`src/rtl/dense_argmax.sv`:
```
// dense_argmax: picks the winning class from one frame of signed dense-layer
// scores. A frame is captured in a single cycle, then scanned one score per
// cycle while a running best/runner-up pair is kept. The winner index, its
// score and its lead over the runner-up are published when the scan ends.
// Class indices are carried in 4 bits, so NC is expected to be at most 15.
module dense_argmax #(
  parameter int NC = 9,
  parameter int DW = 8
) (
  input  logic                 clk,
  input  logic                 rst,
  input  logic                 start,
  input  logic signed [DW-1:0] scores [0:NC],
  output logic                 busy,
  output logic                 done,
  output logic [3:0]           classIdx,
  output logic signed [DW-1:0] maxScore,
  output logic [DW:0]          margin
);

  typedef enum logic [1:0] {IDLE, SCAN, DONE} state_t;

  localparam logic signed [DW-1:0] MINVAL  = {1'b1, {(DW-1){1'b0}}};
  localparam logic [3:0]           LASTIDX = 4'(NC);

  state_t state;
  state_t nextState;

  logic signed [DW-1:0] held [0:NC];
  logic signed [DW-1:0] best;
  logic signed [DW-1:0] second;
  logic [3:0]           bestIdx;
  logic [3:0]           idx;

  logic signed [DW-1:0] cur;
  logic signed [DW-1:0] nextBest;
  logic signed [DW-1:0] nextSecond;
  logic [3:0]           nextBestIdx;
  logic [DW:0]          nextMargin;
  logic                 lastScan;

  assign lastScan = (idx == LASTIDX);

  // The lead is formed on sign-extended operands so it can never wrap.
  assign nextMargin = {nextBest[DW-1], nextBest} - {nextSecond[DW-1], nextSecond};

  // Running top-two update for the score under the scan pointer; strict
  // comparisons keep the lowest index on ties.
  always_comb begin
    cur         = held[idx];
    nextBest    = best;
    nextSecond  = second;
    nextBestIdx = bestIdx;
    if (cur > best) begin
      nextSecond  = best;
      nextBest    = cur;
      nextBestIdx = idx;
    end else if (cur > second) begin
      nextSecond = cur;
    end
  end

  // State register; reset drops any frame in flight.
  always_ff @(posedge clk or negedge rst) begin
    if (!rst) begin
      state <= IDLE;
    end else begin
      state <= nextState;
    end
  end

  // Next-state logic: only IDLE listens to start, DONE lasts one cycle.
  always_comb begin
    nextState = state;
    case (state)
      IDLE:    if (start)    nextState = SCAN;
      SCAN:    if (lastScan) nextState = DONE;
      DONE:    nextState = IDLE;
      default: nextState = IDLE;
    endcase
  end

  // Status outputs decoded from the current state.
  always_comb begin
    busy = (state != IDLE);
    done = (state == DONE);
  end

  // Frame capture, scan datapath and result publication.
  always_ff @(posedge clk or negedge rst) begin
    if (!rst) begin
      for (int k = 0; k <= NC; k++) begin
        held[k] <= '0;
      end
      best     <= '0;
      second   <= '0;
      bestIdx  <= '0;
      idx      <= '0;
      classIdx <= '0;
      maxScore <= '0;
      margin   <= '0;
    end else begin
      case (state)
        IDLE: begin
          if (start) begin
            for (int k = 0; k <= NC; k++) begin
              held[k] <= scores[k];
            end
            best    <= scores[0];
            second  <= MINVAL;
            bestIdx <= '0;
            idx     <= 4'd1;
          end
        end
        SCAN: begin
          best    <= nextBest;
          second  <= nextSecond;
          bestIdx <= nextBestIdx;
          idx     <= idx + 4'd1;
          if (lastScan) begin
            classIdx <= nextBestIdx;
            maxScore <= nextBest;
            margin   <= nextMargin;
          end
        end
        default: begin
        end
      endcase
    end
  end

endmodule

```
`config.mk`:
```
export PLATFORM = sky130hd
export DESIGN_NAME = dense_argmax
export DESIGN_NICKNAME = d
export VERILOG_FILES = /design/src/rtl/dense_argmax.sv
export SDC_FILE = /design/constraint.sdc
export NUM_CORES = 1
export LEC_CHECK = 0
export BUFFER_PORTS_ARGS = -buffer_cell sky130_fd_sc_hd__buf_2
export CORE_AREA = 2 2 81 161
export CTS_BUF_LIST = sky130_fd_sc_hd__clkbuf_16
export DETAILED_ROUTE_END_ITERATION = 8
export DIE_AREA = 0 0 83 163
export PLACE_DENSITY = 0.77
export SLEW_MARGIN = 20
export SYNTH_ARGS = -nofsm -noshare
export SYNTH_HDL_FRONTEND = slang
export SYNTH_SLANG_ARGS = --single-unit
```
`constraint.sdc`:
```
create_clock -name clk -period 9.8 [get_ports clk]
set_input_delay 1.96 -clock clk [delete_from_list [all_inputs] [get_ports clk]]
set_output_delay 1.96 -clock clk [all_outputs]
set_load 0.1 [all_outputs]
```
# After elaboration in Yosys (flattened, before gate mapping)
# Cells that the tools add are included.
# word_totals
regBits	127
input_bits	83
out_inout_bits	23
# classes
add_sub_neg	2
magnitude_cmp	3
n_eq_ne	5
n_mux	18
bitwise	1
reduce_logical	7
# ops
operator	count
$mux 8	7
$bmux 8 s4	1
$pmux 8 s2	2
$gt 8x8->1	2
$pmux 4 s2	2
$mux 4	3
$sub 8x8->9	1
$reduce_and 2->1	4
$ge 5x5->1 const B	1
$not 4->5	1
$add 4x1->4 const B	1
$eq 4x4->1 const B	1
$mux 2	2
$ne 2x2->1 const B	2
$pmux 2 s2	1
$reduce_bool 2->1	2
$eq 2x1->1 const B	1
$eq 2x2->1 const B	1
$logic_not 2->1	1

# Depth between registers and ports, before layout
# logic_depth
ltp_word	8
ltp_mapped	25

# Least setup slack after synthesis
# OpenSTA, ideal clock, no wires.
# synth_timing
path_type	register to register
start	register idx[0]
end	register margin[8]
setup_ns	0.083
t_arrival_ns	4.262
required_time_ns	9.717
setup_slack_ns	5.455
path_stages_with_launch	22
n_path_buf	3
period_less_slack_ns	4.345
cell_sequence	dfrtp_1 > buf_6 > mux4_2 > o21ai_1 > o21ai_2 > ha_1 > nor2b_1 > o211a_1 > o21ai_2 > nand2_4 > buf_6 > clkbuf_1 > o31ai_1 > ha_1 > inv_1 > fa_1 > a21o_1 > a21oi_1 > o21ai_0 > nand2_1 > a31oi_1 > o21ai_0
# synth_via
elab_chain_cells	8
elab_cells_between_ends	12
classes_between	1 x add/sub; 2 x order compare; 1 x eq/ne; 6 x mux; 1 x bitwise; 1 x reduce/logical
# synth_lines
element	line_no	text
start: declaration	33	logic [3:0] idx;
start signal: assignment	119	idx <= idx + 4'd1;
$not 4->5 (not written as such)	50	cur = held[idx];
$bmux 8 s4	50	
$mux 8 (not written as such) (2 in series)	50	
$gt 8x8->1	58	end else if (cur > second) begin
$mux 8	58	
$mux 8	54	if (cur > best) begin
$sub 8x8->9	45	assign nextMargin = {nextBest[DW-1], nextBest} - {nextSecond[DW-1], nextSecond};
end signal: assignment	123	margin <= nextMargin;
end: declaration	18	output logic [DW:0] margin
# Parallel ways exist; a longest one is shown, timed or not. The select of a mux whose other input is x is not followed.
# A chain may end at the register's enable or synchronous reset.

# Worst setup path after layout
# Same ends and word-level chain as after synthesis.

==> impl_metrics.json <==
{
  "status": "completed",
  "wl_met3_um": 861,
  "rsz0062_at_grt": "false",
  "num_rows": 58,
  "via_count": 5348,
  "fin_worst_skew_ps": 6.80,
  "die_height_um": 163,
  "initial_utilization_pct": 53.7,
  "cp_data_required_time_ps": 10130,
  "finalHoldViolCount": 0,
  "synth_top_area_share_pct": 47.7,
  "gp_congestion": 0.835,
  "yosysWarnings": 0,
  "cts_resized": 0,
  "critical-path-top-delay-family": "compound AO/OA/AOI/OAI gates",
  "nNetsFinal": 906,
  "synth_cell_types": 47,
  "synth-seq-area-share_pct": 47.7,
  "post_cts_buffers": 0,
  "path_class": "reg -> reg",
  "synthFlopType": "dfrtp_1",
  "cp-end-kind": "register",
  "period_share_pct": 53.6,
  "portBuffers": 105,
  "syn_area_sq_um": 6670,
  "cts_made_buffers": 17,
  "synthCells": 706,
  "worstSkewPairLatency_ps": 430,
  "yosys_register_bits": 127,
  "die_x_um": 83,
  "ant_nets": 0,
  "setup-violations-final": 0,
  "wl_met2_mm": 7.67,
  "setup_slack_ps": 4550,
  "worst_pin_slew_ps": 831,
  "hpwl_mm": 10.6,
  "drt-vias-per-instance": 5.58,
  "pin_count": 106,
  "synth-edff-count": 0,
  "crit_fanout": 24,
  "drive_gt1_share_pct": 22.4,
  "yosys.area.top_type": "dfrtp_1",
  "cts.clk_slew.worst_paths_ps": 50,
  "antenna_found_initial": 0,
  "drc": 0,
  "drt_first_iter_violations": 447,
  "cts_tree": "yes",
  "cp-start-kind": "register",
  "first_global_vias": 5136,
  "synthTopCellsByArea": "dfrtp_1 48%, nand2_1 14%, ha_1 4.9%, mux2i_1 3.6%, mux2_4 3.4%",
  "cp_slowest_cell": "dfrtp_2",
  "top_layer": "met4",
  "setup_tns_ps": 0,
  "htreeDepth": 4,
  "clockRootBuffer": "clkbuf_16",
  "slew_headroom_pct": 44.6,
  "core_area_sq_um": 12400,
  "synthesis.nets": 816,
  "path_buf_inv": 2,
  "hold_path_class": "reg -> reg",
  "postCtsHoldBufs": 0,
  "multi_input_area_sq_um": 3200,
  "cts.sinks": 127,
  "drv_cap": 0,
  "wl_per_cell_um": 16.3,
  "grt_use_total_pct": 23.9,
  "async_reset_ff_share_pct": 100,
  "die_area_sq_um": 13500,
  "nFillCells": 1009,
  "m1WireLength_mm": 6.67,
  "routed_wl_mm": 15.6,
  "final_max_slew_viol_count": 0,
  "min_period_ps": 5250,
  "syn_area_per_cell_sq_um": 9.44,
  "worstPathCellList": "buf_4 -> mux2i_1 -> a221oi_1 -> o21ai_1 -> o21ai_2 -> ha_1 -> a2111oi_0 -> nand2_1 -> a32o_1 -> nor2b_1 -> o31ai_1 -> ha_1 -> inv_1 -> fa_1 -> a21o_1 -> a21oi_1 -> o21ai_0 -> nand2_1 -> a31oi_1 -> o21ai_0",
  "cpPeakStageDelay_ps": 610,
  "grt_overflow": 0,
  "area_growth_pct": 17.1,
  "cp.arrival_ps": 5590,
  "n_antenna_cell": 0,
  "grt_pass1_wl_mm": 25.6,
  "dp_slack_ps": 4560,
  "maxClockFrequency_mhz": 190,
  "dr.pass1.iters": 7,
  "regArea_sq_um": 3180,
  "grt_start_max_net_pins": 84,
  "cts_buffer_depth": 2
}
-- cell usage after synthesis (all sizes together), types with 2 or more instances --
library cell	n
nor3	13
nand2	251
nor2b	15
mux2i	24
mux2	17
a221o	8
ha	26
a2111oi	2
clkbuf	22
xnor2	5
xor2	2
and3	11
o21a	3
o31a	6
inv	25
and2	3
nor2	21
buf	18
nand4	4
a21oi	10
nand2b	2
o31ai	9
dfrtp	127
nand3	4
o21ai	29
a221oi	7
a31oi	13
mux4	8
a21o	10
a22o	4
-- cells by family after synthesis --
| kind of cell | count (synthesis) | share of synthesized area [%] |
|---|---|---|
| XOR/XNOR | 7 | 0.920 |
| buffers and inverters | 65 | 4.41 |
| adder cells (fa/ha/maj) | 27 | 5.18 |
| AND/OR/NAND/NOR | 326 | 20.5 |
| AO/OA/AOI/OAI | 105 | 11.3 |
| flip-flops | 127 | 47.7 |
| multiplexers | 49 | 10.0 |
-- worst reg2reg max path, stage by stage (launching register included) --
cell and delay (ps):
dfrtp_2 610, buf_4 460, mux2i_1 140, a221oi_1 340
o21ai_1 150, o21ai_2 160, ha_1 320, a2111oi_0 410
nand2_1 110, a32o_1 380, nor2b_1 230, o31ai_1 260
ha_1 210, inv_1 60, fa_1 400, a21o_1 190
a21oi_1 210, o21ai_0 180, nand2_1 100, a31oi_1 80
o21ai_0 150
-- per-layer routing --
metal / vias up / track usage [%]
met2: 181 / 38.7
met4: 0 / 10.1
li1: 2569 / -
met3: 30 / 4.66
met1: 2568 / 31.4
met5: - / 0
-- registers in the layout, indices dropped and copies added, names as in the netlist --
| name | cells |
|---|---|
| held | 80 |
| margin | 9 |
| best | 8 |
| maxScore | 8 |
| second | 8 |
| bestIdx | 4 |
| classIdx | 4 |
| idx | 4 |
| state | 2 |
-- path summary, 6_finish.rpt --
path                          start           to  slack [ps]  cells after the start
max                          idx[0]    margin[8]        4550                     20
min                        held[62]     held[62]         470                      2
max reg2reg                  idx[0]    margin[8]        4550                     20
min reg2reg                held[62]     held[62]         470                      2
max in group asynchronous       rst       idx[0]        6860                      2
min in group asynchronous       rst  maxScore[0]        1640                      1
-- layout by cell type, fill, tap and decap left out, types with 5 or more instances in the layout --
cell type,count
mux2_4,15
nor3_1,13
mux4_2,8
a221oi_1,7
a21oi_1,9
nor2_1,21
o21ai_2,7
dfrtp_1,126
ha_1,26
xnor2_1,5
nand2_1,249
a21o_1,10
o31a_1,6
o21ai_1,8
inv_1,26
o31ai_1,9
nor2b_1,15
a221o_1,8
and3_1,10
buf_2,104
a31oi_1,13
buf_4,7
mux2i_1,24
clkbuf_16,17
o21ai_0,14
-- area by class of cell --
| type | instances | share of cell area, % |
|---|---|---|
| Clock buffer | 17 | 5.45 |
| Clock inverter | 15 | 1.89 |
| Inverter | 25 | 1.20 |
| Multi-Input combinational cell | 514 | 41.0 |
| Sequential cell | 127 | 40.7 |
| Tap cell | 150 | 2.41 |
| Timing Repair Buffer | 111 | 7.34 |
-- stage by stage --
step	std cells	area, sq um	util [%]	hold slack (ps)
final	959	7800	62.9	472
after CTS	959	7800	62.9	473
after global placement	927	7230	58.3	454
after detailed placement	927	7230	58.3	460
after global routing	959	7800	62.9	484
after floorplan	706	6670	-	440
Power is left out: the tool's default activity adds up to more than one toggle a clock period on the data nets, which glitch-free logic cannot reach.
